`config.mk`:
```
export PLATFORM = sky130hd
export DESIGN_NAME = motors_cmd_sequencer
export DESIGN_NICKNAME = d
export VERILOG_FILES = /design/src/rtl/motors_cmd_sequencer.sv
export SDC_FILE = /design/constraint.sdc
export NUM_CORES = 1
export LEC_CHECK = 0
export BUFFER_PORTS_ARGS = -buffer_cell sky130_fd_sc_hd__buf_2
export CAP_MARGIN = 20
export CORE_AREA = 2 2 170 139
export CTS_BUF_LIST = sky130_fd_sc_hd__clkbuf_8
export DETAILED_ROUTE_END_ITERATION = 10
export DIE_AREA = 0 0 172 141
export GPL_TIMING_DRIVEN = 0
export PLACE_DENSITY_LB_ADDON = 0.1
export SLEW_MARGIN = 20
export SYNTH_ARGS = -nofsm -noshare
export SYNTH_HDL_FRONTEND = slang
export SYNTH_SLANG_ARGS = --single-unit
```
`constraint.sdc`:
```
create_clock -name clk -period 11.46 [get_ports clk]
set_clock_uncertainty 0.2 [all_clocks]
set_input_delay 0 -clock clk [delete_from_list [all_inputs] [get_ports clk]]
set_output_delay 0 -clock clk [all_outputs]
set_load 0.03 [all_outputs]
```
`src/rtl/motors_cmd_sequencer.sv`:
```
// rtl/motors_cmd_sequencer.sv - command FIFO and chunking sequencer driving the motors controller handshake
module motors_cmd_sequencer #(
    parameter int PULSE_NUM_X_BITS = 16,
    parameter int PULSE_NUM_Y_BITS = 16,
    parameter int CMD_BITS         = 24,
    parameter int FIFO_DEPTH       = 4
) (
    input  logic                               clk,
    input  logic                               reset,
    input  logic                               clk_en,
    input  logic signed [CMD_BITS-1:0]         cmd_dx,
    input  logic signed [CMD_BITS-1:0]         cmd_dy,
    input  logic                               cmd_pen,
    input  logic                               cmd_valid,
    output logic                               cmd_rdy,
    output logic signed [PULSE_NUM_X_BITS-1:0] pulse_num_x,
    output logic signed [PULSE_NUM_Y_BITS-1:0] pulse_num_y,
    output logic                               servo_pos,
    output logic                               trigger,
    input  logic                               motors_rdy,
    output logic                               busy
);
    localparam int PTR_BITS   = $clog2(FIFO_DEPTH);
    localparam int ENTRY_BITS = 2 * CMD_BITS + 1;

    localparam logic signed [CMD_BITS-1:0] MAXX = CMD_BITS'((1 << (PULSE_NUM_X_BITS - 1)) - 1);
    localparam logic signed [CMD_BITS-1:0] MAXY = CMD_BITS'((1 << (PULSE_NUM_Y_BITS - 1)) - 1);
    localparam logic [PTR_BITS:0]          CNT_ONE  = (PTR_BITS + 1)'(1);
    localparam logic [PTR_BITS:0]          CNT_FULL = (PTR_BITS + 1)'(FIFO_DEPTH);
    localparam logic [PTR_BITS-1:0]        PTR_ONE  = PTR_BITS'(1);

    typedef enum logic [1:0] {S_IDLE, S_LOAD, S_ISSUE, S_WAIT} state_t;

    state_t                        state_q, state_d;
    logic signed [CMD_BITS-1:0]    rem_x_q, rem_x_d, rem_y_q, rem_y_d;
    logic                          pen_q, pen_d;
    logic signed [PULSE_NUM_X_BITS-1:0] px_q, px_d;
    logic signed [PULSE_NUM_Y_BITS-1:0] py_q, py_d;
    logic                          servo_q, servo_d;
    logic                          trig_q, trig_d;
    logic [PTR_BITS-1:0]           wr_ptr_q, wr_ptr_d, rd_ptr_q, rd_ptr_d;
    logic [PTR_BITS:0]             count_q, count_d;
    logic [ENTRY_BITS-1:0]         mem_q [FIFO_DEPTH];

    logic                          push, pop;
    logic [ENTRY_BITS-1:0]         head;
    logic signed [CMD_BITS-1:0]    cx, cy;

    // Comparison happens at full command width so -2^(CMD_BITS-1) cannot overflow.
    function automatic logic signed [CMD_BITS-1:0] clamp(
        input logic signed [CMD_BITS-1:0] v,
        input logic signed [CMD_BITS-1:0] lim
    );
        if (v > lim) begin
            return lim;
        end else if (v < -lim) begin
            return -lim;
        end
        return v;
    endfunction

    assign cmd_rdy = (count_q != CNT_FULL);
    assign push    = clk_en & cmd_valid & cmd_rdy;
    assign pop     = clk_en & (state_q == S_LOAD);
    assign head    = mem_q[rd_ptr_q];
    assign cx      = clamp(rem_x_q, MAXX);
    assign cy      = clamp(rem_y_q, MAXY);

    always_comb begin
        state_d  = state_q;
        rem_x_d  = rem_x_q;
        rem_y_d  = rem_y_q;
        pen_d    = pen_q;
        px_d     = px_q;
        py_d     = py_q;
        servo_d  = servo_q;
        trig_d   = trig_q;
        wr_ptr_d = wr_ptr_q;
        rd_ptr_d = rd_ptr_q;
        count_d  = count_q;

        if (push) begin
            wr_ptr_d = wr_ptr_q + PTR_ONE;
        end
        case ({push, pop})
            2'b10:   count_d = count_q + CNT_ONE;
            2'b01:   count_d = count_q - CNT_ONE;
            default: count_d = count_q;
        endcase

        if (clk_en) begin
            case (state_q)
                S_IDLE: begin
                    if (count_q != '0) state_d = S_LOAD;
                end
                S_LOAD: begin
                    rem_x_d  = head[CMD_BITS-1:0];
                    rem_y_d  = head[2*CMD_BITS-1:CMD_BITS];
                    pen_d    = head[ENTRY_BITS-1];
                    rd_ptr_d = rd_ptr_q + PTR_ONE;
                    state_d  = S_ISSUE;
                end
                S_ISSUE: begin
                    // First cycle in ISSUE launches the chunk; later cycles wait for rdy to drop.
                    if (!trig_q) begin
                        px_d    = cx[PULSE_NUM_X_BITS-1:0];
                        py_d    = cy[PULSE_NUM_Y_BITS-1:0];
                        servo_d = pen_q;
                        trig_d  = 1'b1;
                        rem_x_d = rem_x_q - cx;
                        rem_y_d = rem_y_q - cy;
                    end else if (!motors_rdy) begin
                        trig_d  = 1'b0;
                        state_d = S_WAIT;
                    end
                end
                S_WAIT: begin
                    if (motors_rdy) begin
                        if (rem_x_q != '0 || rem_y_q != '0) begin
                            state_d = S_ISSUE;
                        end else if (count_q != '0) begin
                            state_d = S_LOAD;
                        end else begin
                            state_d = S_IDLE;
                        end
                    end
                end
                default: state_d = S_IDLE;
            endcase
        end
    end

    always_ff @(posedge clk or negedge reset) begin
        if (!reset) begin
            state_q  <= S_IDLE;
            rem_x_q  <= '0;
            rem_y_q  <= '0;
            pen_q    <= 1'b0;
            px_q     <= '0;
            py_q     <= '0;
            servo_q  <= 1'b0;
            trig_q   <= 1'b0;
            wr_ptr_q <= '0;
            rd_ptr_q <= '0;
            count_q  <= '0;
        end else begin
            state_q  <= state_d;
            rem_x_q  <= rem_x_d;
            rem_y_q  <= rem_y_d;
            pen_q    <= pen_d;
            px_q     <= px_d;
            py_q     <= py_d;
            servo_q  <= servo_d;
            trig_q   <= trig_d;
            wr_ptr_q <= wr_ptr_d;
            rd_ptr_q <= rd_ptr_d;
            count_q  <= count_d;
        end
    end

    always_ff @(posedge clk) begin
        if (push) begin
            mem_q[wr_ptr_q] <= {cmd_pen, cmd_dy, cmd_dx};
        end
    end

    assign pulse_num_x = px_q;
    assign pulse_num_y = py_q;
    assign servo_pos   = servo_q;
    assign trigger     = trig_q;
    assign busy        = (count_q != '0) || (state_q != S_IDLE);

endmodule

```
After elaboration in Yosys (flattened, before gate mapping)
Memories as Yosys holds them, arrays and structs flattened.
Cells that the tools add are included.
{ "op_classes": {"add_sub_neg": 6, "magnitude_cmp": 4, "eq_ne": 11, "mux": 26, "bitwise": 4, "reduce_logical": 14} }
{ "ops": {"columns": ["cell", "count"], "rows": [
  ["$mux 24", 8],
  ["$pmux 24 s2", 2],
  ["$gt 24x16->1 const B", 2],
  ["$lt 24x16->1 const B", 2],
  ["$reduce_bool 24->1", 2],
  ["$sub 24x24->24", 2],
  ["$mux 2", 5],
  ["$ne 2x2->1 const B", 5],
  ["$mux 1", 9],
  ["$pmux 2 s4", 1],
  ["$eq 2x2->1 const B", 3],
  ["$pmux 3 s2", 1],
  ["$reduce_and 3->1", 2],
  ["$reduce_bool 2->1", 3],
  ["$reduce_and 5->1", 1],
  ["$add 2x1->2 const B", 2],
  ["$eq 2x1->1 const B", 2],
  ["$reduce_and 2->1", 2],
  ["$add 3x1->3 const B", 1],
  ["$and 1x1->1", 3],
  ["$ne 3x3->1 const B", 1],
  ["$reduce_bool 3->1", 1],
  ["$sub 3x1->3 const B", 1],
  ["$logic_not 2->1", 1],
  ["2 further kinds", 3]
]} }
{ "totals": {"reg_bits": 92, "ram_bits": 196, "in_bits": 54, "output_inout_bits": 36, "wordCells": 77, "memories": 1} }
{ "mem_list": {"columns": ["memory", "depth", "width", "rd", "rd_clocked_by_memory_dff", "write_ports", "line_no", "source"], "rows": [
  ["mem_q", 4, 49, 1, 0, 1, "43", "logic [ENTRY_BITS-1:0] mem_q [FIFO_DEPTH];"]
]} }

Logic depth before layout (Yosys ltp)
{ "depth": {"ltp_word": 7, "depth_mapped": 16, "ltp_nobuf": 14} }

Worst setup path before layout
OpenSTA, ideal clock, no wires.
{ "synth_timing": {"path_kind": "flip-flop to flip-flop", "startpoint": "register rem_y_q[16]", "endpoint": "register rem_y_q[21]", "setup_time_ns": 0.082, "t_arrival_ns": 3.716, "required_ns": 11.178, "path_slack_ns": 7.462, "path_stages_with_launch": 16, "n_path_buf": 1, "synth_period_minus_slack_ns": 3.998, "cell_sequence": "dfrtp_1 > or4_1 > nor2_1 > nand2_1 > nand2_1 > clkbuf_1 > a21oi_1 > ha_1 > a21oi_2 > nand4_1 > a211oi_2 > a211oi_4 > a31oi_2 > o21ai_2 > a2111o_1 > a31oi_1"} }
{ "synth_via": {"elab_chain_len": 7, "elab_cells_between_ends": 9, "classes_between": "1 x add/sub; 2 x order compare; 6 x mux"} }
{ "synth_lines": {"columns": ["element", "line_no", "source"], "rows": [
  ["from (decl)", "35", "logic signed [CMD_BITS-1:0] rem_x_q, rem_x_d, rem_y_q, rem_y_d;"],
  ["from (signal assigned)", "149", "rem_y_q <= rem_y_d;"],
  ["$lt 24x16->1", "56", "end else if (v < -lim) begin"],
  ["$mux 1", "56", null],
  ["$mux 1", "54", "if (v > lim) begin"],
  ["$mux 24", "59", "return v;"],
  ["$sub 24x24->24 *", "111", "rem_y_d = rem_y_q - cy;"],
  ["$mux 24 *", "105", "if (!trig_q) begin"],
  ["$pmux 24 s2 *", "92", "case (state_q)"]
]} }
Mark *: on every way between the ends. The rest lies on a longest branch, timed or not. The select of a mux whose other input is x is not followed.
A chain may end at the register's enable or synchronous reset.

Worst setup path after layout
{ "layout_timing": {"startpoint": "register rem_x_q[18]", "endpoint": "register rem_x_q[22]"} }
{ "layout_via": {"elab_chain_len": 7, "elab_cells_between_ends": 9, "classes_between": "1 x add/sub; 2 x order compare; 6 x mux"} }
{ "layout_lines": {"columns": ["element", "line_no", "source"], "rows": [
  ["from (decl)", "35", null],
  ["from (signal assigned)", "148", "rem_x_q <= rem_x_d;"],
  ["$lt 24x16->1", "56", null],
  ["$mux 1", "56", null],
  ["$mux 1", "54", null],
  ["$mux 24", "59", null],
  ["$sub 24x24->24 *", "110", "rem_x_d = rem_x_q - cx;"],
  ["$mux 24 *", "105", null],
  ["$pmux 24 s2 *", "92", null]
]} }
Marked as above.

==> results by group <==
Cells and area
  – Final instance area: 16500 sq um
  – Filler instances: about 1600
  – Nets: about 1400
  – Final non-filler cell total: 1657
  – Ratio of cells with drive above 1 in the final layout: about 17%
  – FF+latch area: 8190 sq um
  – Multi-input logic area: around 5100 sq um
  – Syn-to-layout area delta: 21.2%

Die
  – Core area: 22800 sq um
  – Initial Util: 59.6%
  – Number of I/O pins: 90
  – Die width: between 150 and 200 um
  – Full die area: roughly 24000 sq um
  – Die Y: 141 um
  – Row count: 50

Setup path
  – Critical Path RT: between 10 and 15 ns
  – Crit-path max cell delay: 0.73 ns
  – CP Buf/Inv Count: 2
  – R2r startpoint: rem_x_q[18]
  – Critical path fanouts, max: 10
  – CP arrival: between 5 and 6 ns
  – Reg-to-Reg End: rem_x_q[22]
  – WS Path Type: reg -> reg
  – FF-to-FF setup slack: 6.58 ns
  – CP Capture Type: flip-flop
  – Cell mode on critical path: a211oi_1
  – Critical-path top delay cell: o41ai_1
  – Critical path's top delay family: compound AO/OA/AOI/OAI gates
  – CP Launch Type: flip-flop
  – Reg2Reg Depth: 15
  – CP cell instances: nor4_1, nand2_1, o21ai_1, clkbuf_1, a21oi_1, ha_1, buf_2, a211oi_1, o21ba_2, o21ai_1, a211oi_1, o41ai_1, a21oi_1, nor3_1, a211oi_1

CTS
  – Worst-path clk slew: 0.06 ns
  – CTS tree: built
  – Deepest clock path buffer count: 3
  – Worst-Skew Late Latency: 0.58 ns
  – H-tree levels: 2
  – Clk sink count: approximately 290
  – Post-CTS resize count: 0
  – CTS Buf Count: 45
  – CTS Root Cell: clkbuf_8

Synth
  – FF+latch count, synth: 288
  – Top cells by count, synth: edfxtp_1 (196), a21oi_1 (118), nand2_1 (111)
  – Most common cell in the netlist: edfxtp_1
  – Synth Warn #: 0
  – Mapped Nets: 1170
  – Main combinational cell family by area after synthesis: compound AO/OA/AOI/OAI gates
  – Async SR Flop Fraction: 31.9%
  – Synth top area share: 43.3%
  – Cell Area, Synth: ~14000 sq um
  – EDFF count, synth: 196
  – Post-Synth Simple-Gate Area: slightly below 9%
  – Multiplexer area fraction after synthesis: 8.28%
  – Syn Area/Cell: around 13 sq um
  – Synth top area cells: edfxtp_1 (43%), dfrtp_1 (17%), mux4_2 (8.1%)
  – Compound-gate portion of the synthesized area: 12.7%
  – Post-synthesis cell type count: 67
  – Main synth FF type: edfxtp_1
  – Post-synth top area cell: edfxtp_1
  – Cell count after synthesis: ~1100
  – Seq/Total Area, Yosys: roughly three fifths
  – Synth Area in XOR/XNOR: under 10%
  – Adder-Cell Fraction of Synth Area: 4.96%

Place
  – Final Wtd Congestion: 0.941
  – Number of port buffers: between 80 and 90
  – Cell Count Post-Placement: between 1000 and 1500
  – DP HPWL: 22.6 mm
  – DP Area: around 15000 sq um
  – Setup slack at placement: roughly 6.7 ns

STA
  – Max Fclk: approximately 200 MHz
  – Rel. slew slack: 39.2%
  – Final period demand of the worst path: 4.88 ns
  – Setup Viol. Count Final: 0
  – Final Hold Fails: 0
  – Slew @ Worst Pin: 0.912 ns
  – Tcrit/Tclk final: a little over two fifths
  – RSZ-0062 raised after global routing: no
  – WHS: 0.0132 ns
  – Worst setup margin: around 6.6 ns
  – Setup_tns: 0 ns
  – Slew Viols, Final: 0

Routing
  – Total Wirelength: between 30 and 40 mm
  – Post-route ant nets: 0
  – Vias per cell: 5.94
  – TritonRoute pass-1 iters: 5
  – DRC: 0
  – DRT iter0 DRCs: 1128
  – WL per Instance: 21.2 um
  – Via count: 9842

Power
  – P per Cell Area: 278 nW/um^2
  – VDD IR max: approximately 110 uV
  – Lkg Pwr: approximately 6.4 nW

Global routing
  – Met2 usage: 45.3%
  – Initial antenna violation count: 1
  – GR Layer Usage met1: 45.2%
  – Met3 Usage GRT: approximately 6.0%
  – Total track usage: between 20% and 30%
  – First-pass GRT wire length: 54.4 mm
  – Largest net degree at the start of global routing: 67
  – Vias in the first global route: 9451
  – Congestion Overflow GR: 0
  – Gr busiest metal: met2

Run status
  – Status: finished, final reports clean

Worst hold path
  – Worst min path class: in -> reg
  – WHS Path Cells: 2
  – WHS Endpoint: mem_q[2][10]
  – Hold Startpoint: cmd_dx[10]

Job
  – Max-cap violation count: 0
-- flip-flops by register name, indices dropped and copies added (netlist names) --
name,cells
rd_ptr_q,2
pen_q,1
rem_x_q,24
mem_q,196
state_q,2
pulse_num_y,16
rem_y_q,24
servo_pos,1
wr_ptr_q,2
count_q,3
trigger,1
pulse_num_x,16
-- where the power goes --
group	switching, mW	internal (mW)
clock	0.410	0.425
combinational	1.36	0.878
sequential	0.166	1.35
-- worst max path at each step --
stage / slack, ns / end / from / cells after the start
floorplan: 7.46 / rem_y_q[21] / rem_y_q[16] / 15
global placement: 6.73 / rem_x_q[22] / rem_x_q[19] / 15
detailed placement: 6.67 / rem_x_q[22] / rem_x_q[19] / 15
CTS: 6.65 / rem_x_q[22] / rem_x_q[19] / 15
global route: 6.07 / rem_x_q[22] / rem_x_q[19] / 15
finish: 6.58 / rem_x_q[22] / rem_x_q[18] / 15
-- timing repair --
action | 4_1_cts | 5_1_grt
setup buffers | 0 | 0
hold buffers | 104 | 0
endpoints found under the hold margin | 300 | 0
-- worst register-to-register path: cells and delay by family (launching register included) --
kind,cells,cell delay [ns]
AO/OA/AOI/OAI,9,2.37
adder cells (fa/ha/maj),1,0.30
buffers and inverters,2,0.60
flip-flops,1,0.41
AND/OR/NAND/NOR,3,0.86
-- metal layers --
layer  vias to the layer above  wire [um]
li1                       4529          -
met1                      4805      15200
met2                       441      15900
met3                        67       3310
met4                         0        762
met5                         -          0
-- layout by cell type, fill, tap and decap left out, drive strengths merged, types with 15 or more instances in the layout --
| cell | instances |
|---|---|
| dlygate4sd3 | 103 |
| a21oi | 119 |
| xor2 | 17 |
| buf | 106 |
| o21ai | 67 |
| nand2 | 111 |
| clkbuf | 88 |
| a31oi | 19 |
| inv | 50 |
| xnor2 | 23 |
| nor2 | 75 |
| a21o | 24 |
| dfrtp | 92 |
| mux4 | 49 |
| nor3 | 15 |
| ha | 49 |
| edfxtp | 196 |
-- cell families (layout without fill, tap and decap cells) --
family / count (synthesis) / count (layout)
DFF: 288 / 288
AOI/OAI and AO/OA: 283 / 283
and+or+nand+nor: 268 / 268
buffers and inverters: 82 / 362
adders and majority gates: 52 / 52
muxes: 51 / 51
xor gates and xnor gates: 40 / 40
other: 0 / 1
-- layout make-up --
| type | count | area share (%) |
|---|---|---|
| sequential | 288 | 49.7 |
| multi-input combinational | 694 | 30.9 |
| timing repair buffer | 198 | 9.87 |
| clock buffer | 50 | 4.18 |
| tap | 312 | 2.37 |
| buffer | 49 | 1.14 |
| clock inverter | 32 | 1.02 |
| inverter | 33 | 0.752 |
| antenna | 1 | 0.0152 |
-- through the flow --
step	utilization, %	power [mW]
finish	72.3	4.58
floorplan	-	3.11
detailed placement	63.9	3.68
global placement	63.3	3.64
global route	72.3	4.89
CTS	72.3	4.54
No activity file was read; power rests on OpenSTA's default activity.
